--- config.mk ---
export PLATFORM = sky130hd
export DESIGN_NAME = batch_src_tx
export DESIGN_NICKNAME = d
export VERILOG_FILES = /design/src/rtl/batch_src_tx.sv
export SDC_FILE = /design/constraint.sdc
export NUM_CORES = 1
export LEC_CHECK = 0
export BUFFER_PORTS_ARGS = -buffer_cell sky130_fd_sc_hd__buf_2
export CAP_MARGIN = 10
export CORE_MARGIN = 2
export CORE_UTILIZATION = 61
export CTS_BUF_LIST = sky130_fd_sc_hd__clkbuf_4
export CTS_CLUSTER_DIAMETER = 150
export DETAILED_ROUTE_END_ITERATION = 6
export PLACE_DENSITY = 0.81
export RECOVER_POWER = 25
export SLEW_MARGIN = 5
export SYNTH_ARGS = -nofsm -noshare
export SYNTH_HDL_FRONTEND = slang
export SYNTH_SLANG_ARGS = --single-unit
--- constraint.sdc ---
create_clock -name clk -period 5.4 [get_ports clk]
set_input_delay 1.08 -clock clk [delete_from_list [all_inputs] [get_ports clk]]
set_output_delay 1.08 -clock clk [all_outputs]
set_load 0.01 [all_outputs]
--- src/rtl/batch_src_tx.sv ---
// Job-level stream source: parameter image with matw, then nbatch sample batches.
// Define BATCH_SRC_TX_STALL_CNT_EN to add the stall_cnt output.
module batch_src_tx #(
  parameter int PRM_WORDS = 375,
  parameter int SRC_WORDS = 500,
  parameter int AW = 14,
  parameter int DW = 32,
  parameter int BW = 8
) (
  input  logic          clk,
  input  logic          reset,
  input  logic          start,
  input  logic          abort,
  input  logic [BW-1:0] nbatch,
  output logic [AW-1:0] mem_a,
  output logic          mem_re,
  input  logic [DW-1:0] mem_q,
  output logic          src_valid,
  input  logic          src_ready,
  output logic [DW-1:0] src_data,
  output logic          matw,
  output logic          run,
  output logic          last,
  input  logic          batch_done,
  output logic          busy,
  output logic          done
`ifdef BATCH_SRC_TX_STALL_CNT_EN
  ,
  output logic [31:0]   stall_cnt
`endif
);

  localparam logic [2:0] S_IDLE = 3'd0;
  localparam logic [2:0] S_PRM  = 3'd1;
  localparam logic [2:0] S_GAP  = 3'd2;
  localparam logic [2:0] S_SRC  = 3'd3;
  localparam logic [2:0] S_WAIT = 3'd4;

  localparam int PW = $clog2(PRM_WORDS + 1);
  localparam int IW = $clog2(SRC_WORDS);
  localparam logic [PW-1:0] P_END  = PW'(PRM_WORDS);
  localparam logic [IW-1:0] I_LAST = IW'(SRC_WORDS - 1);
  localparam logic [AW-1:0] A_SRC  = AW'(PRM_WORDS);

  logic [2:0]    state;
  logic [BW-1:0] nb;
  logic [PW-1:0] pcnt;
  logic          pval;
  logic [AW-1:0] raddr;
  logic [IW-1:0] ri;
  logic [BW-1:0] rb;
  logic          rdone;
  logic          pend;
  logic [1:0]    occ;
  logic [DW-1:0] f0;
  logic [DW-1:0] f1;
  logic [IW-1:0] ti;
  logic [BW-1:0] tb;
  logic [BW:0]   dcnt;
  logic          done_q;

  logic          in_src;
  logic          prm_rd;
  logic          pop;
  logic          push;
  logic          issue;
  logic [2:0]    fill;
  logic [BW-1:0] nb_m1;
  logic          tx_end;
  logic [BW:0]   dsum;
  logic          fin;

  always_comb begin
    in_src = (state == S_SRC);
    prm_rd = (state == S_PRM) && (pcnt != P_END);
    pop    = in_src && (occ != 2'd0) && src_ready;
    push   = pend;
    // Count a word leaving this cycle as free so the FIFO streams 1/clk.
    fill   = {1'b0, occ} + {2'b0, pend} - {2'b0, pop};
    issue  = in_src && !rdone && (fill < 3'd2);
    nb_m1  = nb - BW'(1);
    tx_end = pop && (ti == I_LAST) && (tb == nb_m1);
    dsum   = dcnt + {{BW{1'b0}},
             batch_done && (in_src || state == S_WAIT)};
    fin    = dsum >= {1'b0, nb};
  end

  always_comb begin
    mem_re    = prm_rd || issue;
    mem_a     = prm_rd ? AW'(pcnt) : (issue ? raddr : '0);
    matw      = (state == S_PRM);
    run       = in_src || (state == S_WAIT);
    busy      = (state != S_IDLE);
    done      = done_q;
    src_valid = (matw && pval) || (in_src && occ != 2'd0);
    src_data  = '0;
    if (matw && pval)
      src_data = mem_q;
    else if (in_src && occ != 2'd0)
      src_data = f0;
    last = (state == S_WAIT) ||
           (in_src && tb == nb_m1 && (ti != '0 || occ != 2'd0));
  end

  always_ff @(posedge clk or posedge reset) begin
    if (reset) begin
      state  <= S_IDLE;
      nb     <= '0;
      pcnt   <= '0;
      pval   <= 1'b0;
      raddr  <= '0;
      ri     <= '0;
      rb     <= '0;
      rdone  <= 1'b0;
      pend   <= 1'b0;
      occ    <= '0;
      f0     <= '0;
      f1     <= '0;
      ti     <= '0;
      tb     <= '0;
      dcnt   <= '0;
      done_q <= 1'b0;
    end else if (abort) begin
      state  <= S_IDLE;
      nb     <= '0;
      pcnt   <= '0;
      pval   <= 1'b0;
      raddr  <= '0;
      ri     <= '0;
      rb     <= '0;
      rdone  <= 1'b0;
      pend   <= 1'b0;
      occ    <= '0;
      f0     <= '0;
      f1     <= '0;
      ti     <= '0;
      tb     <= '0;
      dcnt   <= '0;
      done_q <= 1'b0;
    end else begin
      done_q <= 1'b0;
      pval   <= prm_rd;
      pend   <= issue;
      case (state)
        S_IDLE: begin
          if (start) begin
            if (nbatch != '0) begin
              nb    <= nbatch;
              pcnt  <= '0;
              state <= S_PRM;
            end else begin
              done_q <= 1'b1;
            end
          end
        end
        S_PRM: begin
          if (pcnt == P_END) state <= S_GAP;
          else pcnt <= pcnt + PW'(1);
        end
        S_GAP: begin
          raddr <= A_SRC;
          ri    <= '0;
          rb    <= '0;
          rdone <= 1'b0;
          ti    <= '0;
          tb    <= '0;
          dcnt  <= '0;
          occ   <= '0;
          state <= S_SRC;
        end
        S_SRC: begin
          dcnt <= dsum;
          if (issue) begin
            raddr <= raddr + AW'(1);
            if (ri == I_LAST) begin
              ri <= '0;
              if (rb == nb_m1) rdone <= 1'b1;
              else rb <= rb + BW'(1);
            end else begin
              ri <= ri + IW'(1);
            end
          end
          if (pop) begin
            if (ti == I_LAST) begin
              ti <= '0;
              tb <= tb + BW'(1);
            end else begin
              ti <= ti + IW'(1);
            end
          end
          // Batches already drained: skip WAIT and finish right away.
          if (tx_end) begin
            if (fin) begin
              state  <= S_IDLE;
              done_q <= 1'b1;
            end else begin
              state <= S_WAIT;
            end
          end
        end
        S_WAIT: begin
          dcnt <= dsum;
          if (fin) begin
            state  <= S_IDLE;
            done_q <= 1'b1;
          end
        end
        default: state <= S_IDLE;
      endcase
      if (push && !pop) begin
        if (occ == 2'd0) f0 <= mem_q;
        else f1 <= mem_q;
        occ <= occ + 2'd1;
      end else if (!push && pop) begin
        f0  <= f1;
        occ <= occ - 2'd1;
      end else if (push && pop) begin
        if (occ == 2'd1) begin
          f0 <= mem_q;
        end else begin
          f0 <= f1;
          f1 <= mem_q;
        end
      end
    end
  end

`ifdef BATCH_SRC_TX_STALL_CNT_EN
  always_ff @(posedge clk or posedge reset) begin
    if (reset)
      stall_cnt <= '0;
    else if (abort || (state == S_IDLE && start))
      stall_cnt <= '0;
    else if (in_src && occ != 2'd0 && !src_ready && stall_cnt != '1)
      stall_cnt <= stall_cnt + 32'd1;
  end
`endif

endmodule

### Word-level counts from Yosys, hierarchy flattened

Cells that the tools add are included.

| storage, ports and cells | value |
|---|---|
| output and inout bits | 53 |
| register bits | 147 |

| operators by class | value |
|---|---|
| multiplexer cells | 72 |
| eq/ne operators | 27 |
| $add $sub $neg | 12 |
| order comparisons | 2 |
| reduce and logical (&&, ||, !) cells | 48 |

Operators with widths:

| kind | number |
|---|---|
| 32-bit two-way mux | 14 |
| 9-bit two-way mux | 11 |
| 8-bit two-way mux | 11 |
| 9-bit one-hot mux with 2 select lines | 4 |
| 14-bit two-way mux | 4 |
| 8-bit one-hot mux with 2 select lines | 2 |
| 14-bit one-hot mux with 2 select lines | 1 |
| 9-bit by 1-bit adder with 9-bit output, second input constant | 3 |
| 9-bit == test, second input constant | 3 |
| 3-bit by 2-bit inequality test with 1-bit output, second input constant | 8 |
| 3-bit inequality test, second input constant | 8 |
| 3-bit two-way mux | 7 |
| 8-bit by 1-bit adder with 8-bit output, second input constant | 2 |
| 8-bit == test | 2 |
| 4-bit AND reduction | 4 |
| 3-bit one-hot mux with 5 select lines | 1 |
| 3-bit nonzero test | 5 |
| 14-bit by 1-bit adder with 14-bit output, second input constant | 1 |
| 1-bit logical AND | 14 |
| 1-bit two-way mux | 11 |
| 9-bit by 1-bit adder with 9-bit output | 1 |
| 9-bit by 8-bit >= comparator with 1-bit output | 1 |
| 9-bit inequality test, second input constant | 1 |
| 9-bit nonzero test | 1 |
| 24 further kinds | 41 |

### Depth between registers and ports, before layout

Gate-level depths: netlist of run 1.

| depth | value |
|---|---|
| depth after elaboration | 9 |
| depth in mapped cells | 16 |
| gate-level depth less buffers | 16 |

### Worst setup path before layout of run 1

Ideal clock, no wire load.

| timing | value |
|---|---|
| path kind | input -> output |
| start | input src_ready |
| end | output mem_a[5] |
| slack | 795 ps |
| arrival time | 3525 ps |
| stages on the path | 10 |
| path through | nand2b_1 or2_2 inv_1 ha_1 nand2b_1 fa_1 nand2b_1 nor3_1 clkbuf_1 a22o_1 |

| between the ends | value |
|---|---|
| longest elaborated chain between the ends | 6 |

RTL lines:

| item | RTL line | RTL |
|---|---|---|
| from (decl) | 19 | `input logic src_ready,` |
| 1-bit logical AND | 76 | `pop = in_src && (occ != 2'd0) && src_ready;` |
| 3-bit by 1-bit subtractor with 3-bit output | 79 | `fill = {1'b0, occ} + {2'b0, pend} - {2'b0, pop};` |
| 3-bit by 2-bit less-than comparator with 1-bit output | 80 | `issue = in_src && !rdone && (fill < 3'd2);` |
| 1-bit logical AND | 80 |  |
| 14-bit two-way mux (2 in a row) | 90 | `mem_a = prm_rd ? AW'(pcnt) : (issue ? raddr : '0);` |
| to (decl) | 15 | `output logic [AW-1:0] mem_a,` |

Every way passes these cells.

### Final worst setup path of run 1

| timing | value |
|---|---|
| start | register occ[1] |
| end | output mem_re |

| between the ends | value |
|---|---|
| longest elaborated chain between the ends | 7 |

RTL lines:

| item | RTL line | RTL |
|---|---|---|
| from (decl) | 54 | `logic [1:0] occ;` |
| from (signal assigned) | 213 | `occ <= occ + 2'd1;` |
| from (signal assigned) | 216 | `occ <= occ - 2'd1;` |
| parallel branches: the longest is 3 deep, another holds 2-bit by 1-bit adder with 3-bit output | -- |  |
| 3-bit by 1-bit subtractor with 3-bit output (*) | 79 |  |
| 3-bit by 2-bit less-than comparator with 1-bit output (*) | 80 |  |
| 1-bit logical AND (*) | 80 |  |
| 1-bit logical OR (*) | 89 | `mem_re = prm_rd \|\| issue;` |
| to (decl) | 16 | `output logic mem_re,` |

Mark *: on every way between the ends.

==> results of run 1 <==
-- cell families (layout without fill, tap and decap cells) --
logic type | Yosys count | count (layout)
xor gates and xnor gates | 33 | 33
buffers and inverters | 84 | 171
DFF | 147 | 147
muxes | 36 | 36
and+or+nand+nor | 343 | 343
adders and majority gates | 23 | 23
AOI/OAI and AO/OA | 272 | 272
-- where the power goes --
part	switching, W	total, W	leakage [nW]	internal (W)
clock network	0.000412	0.000734	0.146	0.000322
logic	0.000654	0.00105	2.02	0.000393
registers	0.000123	0.00132	2.04	0.00119
total	0.00119	0.00310	4.20	0.00191
-- layout by cell type (no fill, tap or decap), types with 7 or more instances in the layout --
| master | n |
|---|---|
| nand2_1 | 157 |
| clkbuf_4 | 18 |
| and3_1 | 13 |
| nand2b_1 | 13 |
| nand3_1 | 19 |
| nand4_1 | 13 |
| buf_4 | 15 |
| a22o_1 | 47 |
| inv_1 | 26 |
| o21ai_0 | 103 |
| o31ai_1 | 11 |
| xnor2_1 | 15 |
| mux2i_1 | 36 |
| or3_1 | 8 |
| nor3_1 | 10 |
| buf_2 | 98 |
| a21oi_1 | 61 |
| a31oi_1 | 9 |
| a211oi_1 | 11 |
| ha_1 | 21 |
| or2_2 | 7 |
| and2_1 | 7 |
| dfrtp_1 | 147 |
| nor2_1 | 61 |
| xor2_1 | 14 |
-- synth_stat cells (13+ instances only) --
cell type,n
a21oi_1,61
a22o_1,47
and3_1,13
clkbuf_1,49
dfrtp_1,147
ha_1,21
inv_1,26
mux2i_1,36
nand2_1,157
nand2b_1,13
nand3_1,19
nand4_1,13
nor2_1,61
o21ai_0,103
xnor2_1,15
xor2_1,14
-- sequential cells by signal, indices dropped and copies added, names as in the netlist --
register  flops
raddr        14
pcnt          9
ti            9
state         3
f0           32
tb            8
nb            8
rb            8
rdone         1
pval          1
occ           2
ri            9
f1           32
done          1
pend          1
dcnt          9
-- stage by stage --
stage	hold slack [ns]	cell area [sq um]
global route	0.5200	9289
CTS	0.4957	9294
finish	0.4920	9289
detailed placement	0.4701	8996
global placement	0.4609	8996
floorplan	0.4424	8361
-- final cells by class --
cell class | count | area, sq um | share of cell area
clock buffer | 18 | 135.1 | 0.01455
tap | 176 | 220.2 | 0.02371
timing repair buffer | 113 | 603.1 | 0.06492
inverter | 26 | 97.59 | 0.01051
multi-input combinational | 707 | 4392 | 0.4728
clock inverter | 14 | 162.7 | 0.01751
sequential | 147 | 3679 | 0.3960
-- critical path: stages, from the launching register on --
cell and delay [ns]:
dfrtp_1 0.45, inv_1 0.09, ha_1 0.30, nand2b_1 0.20
or2_2 0.31, inv_1 0.23, ha_1 0.28, nand2b_1 0.15
fa_1 0.39, xor2_1 0.29, nor3_2 0.08, buf_4 0.21
or2_2 0.30, buf_2 0.14
-- layer usage --
layer | vias to the layer above | wire length [microns] | GRT usage
met1 | 3558 | 9390 | 0.4012
met5 | - | 0 | 0
met4 | 0 | 328 | 0.09157
met3 | 33 | 1079 | 0.05404
met2 | 215 | 9186 | 0.4350
li1 | 3495 | - | -
-- worst paths after layout --
path / start / endpoint / slack (ns) / cells past startpoint
min in group asynchronous: reset / rb[6]$_DFFE_PP0P_ / 1.98 / 2
hold reg to reg: f0[2]$_DFFE_PP0P_ / f0[2]$_DFFE_PP0P_ / 0.49 / 2
hold / removal: f0[2]$_DFFE_PP0P_ / f0[2]$_DFFE_PP0P_ / 0.49 / 2
max in group asynchronous: reset / f1[26]$_DFFE_PP0P_ / 1.14 / 2
setup reg to reg: occ[1]$_DFFE_PP0P_ / rb[6]$_DFFE_PP0P_ / 1.22 / 15
setup / recovery: occ[1]$_DFFE_PP0P_ / mem_re / 0.34 / 13
==> metrics.yaml, run 1 <==
die:
  die_w_microns: 121.1
  die_area_sq_um: 14660
  die_h_microns: 121.1
  io_pins: 99
  coreArea_sq_um: 13300
  start_util: 0.6288
  rows: 42
status:
  status: "finished, violations left"
  violations: "capacitance limit, slew limit"
placement:
  post-place-cells: 1169
  pre_cts_slack_ns: 0.7110
  dpl.hpwl_microns: 13210
  gp_congestion: 0.8732
  portBuffers: 98
synth:
  synth_area_leaders: "dfrtp_1 (44%), nand2_1 (7.0%), o21ai_0 (6.2%)"
  syn_nets: 1006
  synthMuxAreaShare: 0.04310
  synthFlopType: "dfrtp_1"
  yosys_register_bits: 147
  synth_edf_count: 0
  synth_xor_area_frac: 0.04116
  synthSimpleGateAreaFrac: 0.1956
  synth_compound_area_frac: 0.2052
  synthCells: 938
  syn_avg_cell_area_sq_um: 8.913
  yosys.area.top_type: "dfrtp_1"
  synth_top_family_by_area: "compound AO/OA/AOI/OAI gates"
  synth_top_cell_area_share: 0.4400
  synth_cell_types: 64
  syn_area_sq_um: 8361
  synth_fa_ha_area_frac: 0.03502
  yosys_warnings: 0
  synthArstFlopShare: 1.000
  ys_seq_area_frac: 0.4400
clocking:
  ctsHtreeMaxLevel: 4
  hold_buffers: 0
  clk-insertion-delay-late_ns: 0.57
  postCtsSetupRepairBufs: 0
  clkSlewWorstSetupHoldPaths_ns: 0.12
  cts_tree: "built"
  cts_buffers: 17
  clock_path_buffers: 2
  clock_sinks: 147
  clock-root-buffer: "clkbuf_4"
  cts-resized-gates: 0
sta:
  setup_slack_ns: 0.3354
  finalHoldViolations: 0
  skew_ns: 0.02139
  rsz0062_at_grt: "no"
  fin_crit_sh: 0.9379
  tns_ns: 0
  worst_pin_slew_ns: 3.994
  finalMaxSlewViolations: 108
  setup_viol: 0
  min_period_ns: 5.065
  clock.fmax_mhz: 197.5
  slew_headroom: -1.663
drt:
  drt_iter0_drc: 624
  drc: 0
  wirelength_microns: 19980
  routedWlPerCell_microns: 16.64
  via_per_inst: 6.079
  drtAntennaViolNets: 0
  vias: 7301
  drt-pass1-iter-count: 5
run:
  cap_violations: 1
cells_and_area:
  fin_util: 0.6987
  final_nets: 1080
  fill_cells: 1060
  drive_gt1_frac: 0.1620
  layout.cells.non_filler: 1201
  num_antenna_cells: 0
  areaGrowthSynthToFinish_pct: 11.10
worst_setup_path:
  worstPathRequired_ns: 4.32
  cp.arrival_ns: 3.98
  crit_type: "reg2out"
  crit_fanout: 17
  cp-start-kind: "flip-flop"
  endpoint_kind: "primary output"
power:
  power.leakage_nw: 4.201
  powerDensity_nw_per_um2: 333.6
  power_w: 0.003099
  vdd_drop_max_mv: 0.3056
grt:
  grt_max_degree: 108
  grt_pass1_wl_microns: 33060
  antenna_found_initial: 0
  grt-ovfl-total: 0
  grt_usage: 0.2814
  grt_pass1_vias: 6869
worst_hold_path:
  hold_path_class: "reg2reg"
Power figures use the tool's default switching activity.
==> run 2: changes to the inputs <==
==> constraint.sdc (replaced) <==
create_clock -name clk -period 5.4 [get_ports clk]
set_input_delay 0.54 -clock clk [delete_from_list [all_inputs] [get_ports clk]]
set_output_delay 0.54 -clock clk [all_outputs]
set_load 0.01 [all_outputs]
==> run 2 against run 1 <==
Effect of this change:
- the run still ends with capacitance limit, slew limit left
- critical endpoint unchanged
- register-to-register slack got worse by 0.17 ns
- worst setup slack improved by 0.60 ns
- via count increased by 1.7%
- sequential power about the same
- global-route usage increased by 0.72 points
- total power increased by 1.1%
- critical path depth unchanged
- non-clock buffer count decreased by 2
- sequential share of layout area about the same
- final cell count about the same
- cell area increased by 0.12%
==> metrics.yaml, run 2 (same netlist as run 1, synthesis figures left out) <==
status:
  status: "finished, violations left"
  violations: "capacitance limit, slew limit"
sta:
  finalMaxSlewViolations: 102  # -5.6%
  hold_ws_ns: 0.2237  # -0.2683 ns
  clock.fmax_mhz: 223.7  # +13%
  skew_ns: 0.03200  # +0.01060 ns
  worst_pin_slew_ns: 3.795  # -0.1999 ns
  slew_headroom: -1.530  # +0.1332
  finalHoldViolations: 0  # unchanged
  tns_ns: 0  # unchanged
  rsz0062_at_grt: "no"
  fin_crit_sh: 0.8276  # -0.1102
  min_period_ns: 4.469  # -0.5953 ns
  setup_viol: 0  # unchanged
clocking:
  ctsHtreeMaxLevel: 4  # unchanged
  hold_buffers: 0  # unchanged
  cts-resized-gates: 0  # unchanged
  clkSlewWorstSetupHoldPaths_ns: 0.14  # +0.02 ns
  clock_path_buffers: 2  # unchanged
  clock_sinks: 147  # unchanged
  postCtsSetupRepairBufs: 0  # unchanged
  cts_buffers: 17  # unchanged
  clock-root-buffer: "clkbuf_4"
  clk-insertion-delay-late_ns: 0.56  # about the same
  cts_tree: "built"
grt:
  grt_pass1_vias: 6867  # -0.029%
  antenna_found_initial: 1  # +1
  grt_pass1_wl_microns: 33910  # +2.6%
  grt_usage: 0.2886  # +0.007151
  grt-ovfl-total: 0  # unchanged
  grt_max_degree: 102  # -5.6%
die:
  io_pins: 99  # unchanged
  die_w_microns: 121.1  # unchanged
  die_area_sq_um: 14660  # unchanged
  rows: 42  # unchanged
  start_util: 0.6288  # unchanged
  die_h_microns: 121.1  # unchanged
  coreArea_sq_um: 13300  # unchanged
power:
  p_int_w: 0.001955  # +2.4%
  swShare: 0.3759  # -0.008112
  powerDensity_nw_per_um2: 336.8  # +0.94%
  power_frac_clock: 0.246  # +0.009
  vdd_drop_max_mv: 0.3192  # +4.4%
  combPwrFrac: 0.335  # -0.003
  p_switching_w: 0.001177  # -1.1%
  seqPwrFrac: 0.419  # -0.006
  power.leakage_nw: 4.221  # +0.46%
  power_w: 0.003132  # +1.1%
worst_setup_path:
  worstPathRequired_ns: 4.86  # +0.54 ns
  crit_fanout: 17  # unchanged
  cp.arrival_ns: 3.93  # -0.05 ns
  cp-start-kind: "flip-flop"
  crit_type: "reg2out"
  endpoint_kind: "primary output"
cells_and_area:
  drive_gt1_frac: 0.1613  # -0.0006609
  top_regs: "f0 x32, f1 x32, raddr x14"
  areaGrowthSynthToFinish_pct: 11.24
  fin_util: 0.6995  # +0.0008470
  final_common_cell: "nand2_1"
  fill_cells: 1068  # +0.75%
  final_cell_mix: "nand2_1 (157), dfrtp_1 (147), o21ai_0 (103)"
  final_nets: 1078  # -0.19%
drt:
  wirelength_microns: 20430  # +2.2%
  vias: 7425  # +1.7%
  drt-pass1-iter-count: 6  # +1
  routedWlPerCell_microns: 17.03  # +2.3%
  via_per_inst: 6.188  # +1.8%
  drtAntennaViolNets: 0  # unchanged
  drc: 0  # unchanged
  drt_iter0_drc: 713  # +14%
worst_hold_path:
  hold_path_class: "in2reg"
placement:
  gp_congestion: 0.8932  # +2.3%
  portBuffers: 98  # unchanged
  dpl.hpwl_microns: 13600  # +3.0%
run:
  cap_violations: 1  # unchanged
run 2: cell types whose count changed in the layout (fill, tap and decap cells not counted), sizes merged:
cell and change:
bufinv +1, clkinv +3, diode +1, buf -2
clkinvlp -4
run 2: critical path, cell delays in order, from the launching register on:
cell and delay (ns):
dfrtp_1 0.45, inv_1 0.09, ha_1 0.29, nand2b_1 0.19, or2_2 0.31, inv_1 0.22
ha_1 0.28, nand2b_1 0.16, fa_1 0.39, xor2_1 0.29, nor3_2 0.08, buf_4 0.21
or2_2 0.30, buf_2 0.14
run 2: stage by stage:
stage                     instances  worst slack (ns)  instance area [sq um]
final                          1200            0.9307                   9300
after global routing           1200            0.6291                   9300
after CTS                      1199            0.9176                   9303
after detailed placement       1167             1.101                   8981
after global placement         1167             1.279                   8981
after floorplan                 938            0.9087                   8361
run 2: layer usage:
layer | up-vias | track usage | routed length, microns
li1 | 3505 | - | -
met1 | 3635 | 0.4298 | 9489
met2 | 255 | 0.4396 | 9438
met3 | 30 | 0.04417 | 1212
met4 | 0 | 0.08212 | 290
met5 | - | 0 | 0
run 2: final timing paths:
| kind | start | to | slack, ns | cells after the start |
|---|---|---|---|---|
| max reg2reg | occ[1]$_DFFE_PP0P_ | rb[7]$_DFFE_PP0P_ | 1.05 | 14 |
| min reg2reg | f0[24]$_DFFE_PP0P_ | f0[24]$_DFFE_PP0P_ | 0.49 | 2 |
| min | nbatch[1] | nb[1]$_DFFE_PP0P_ | 0.22 | 3 |
| max in group asynchronous | reset | f1[26]$_DFFE_PP0P_ | 1.87 | 3 |
| max | occ[1]$_DFFE_PP0P_ | mem_re | 0.93 | 13 |
| min in group asynchronous | reset | rb[5]$_DFFE_PP0P_ | 1.41 | 2 |
run 2: layout make-up:
| cell class | count | area [sq um] | area share |
|---|---|---|---|
| multi-input cells | 707 | 4392 | 0.4722 |
| flip-flops and latches | 147 | 3679 | 0.3955 |
| repair buffers | 111 | 588.1 | 0.06323 |
| well taps | 176 | 220.2 | 0.02368 |
| clock inverters | 14 | 186.4 | 0.02005 |
| clock buffers | 18 | 135.1 | 0.01453 |
| inverters | 26 | 97.59 | 0.01049 |
| diodes | 1 | 2.502 | 0.0002691 |
run 2: power groups by stage:
stage / clock network, W / registers [W] / logic (W)
after floorplan: 0 / 0.00128 / 0.000794
after global placement: 0 / 0.00132 / 0.00102
after detailed placement: 0 / 0.00133 / 0.00104
after CTS: 0.000775 / 0.00131 / 0.00104
after global routing: 0.000824 / 0.00133 / 0.00116
final: 0.000770 / 0.00131 / 0.00105
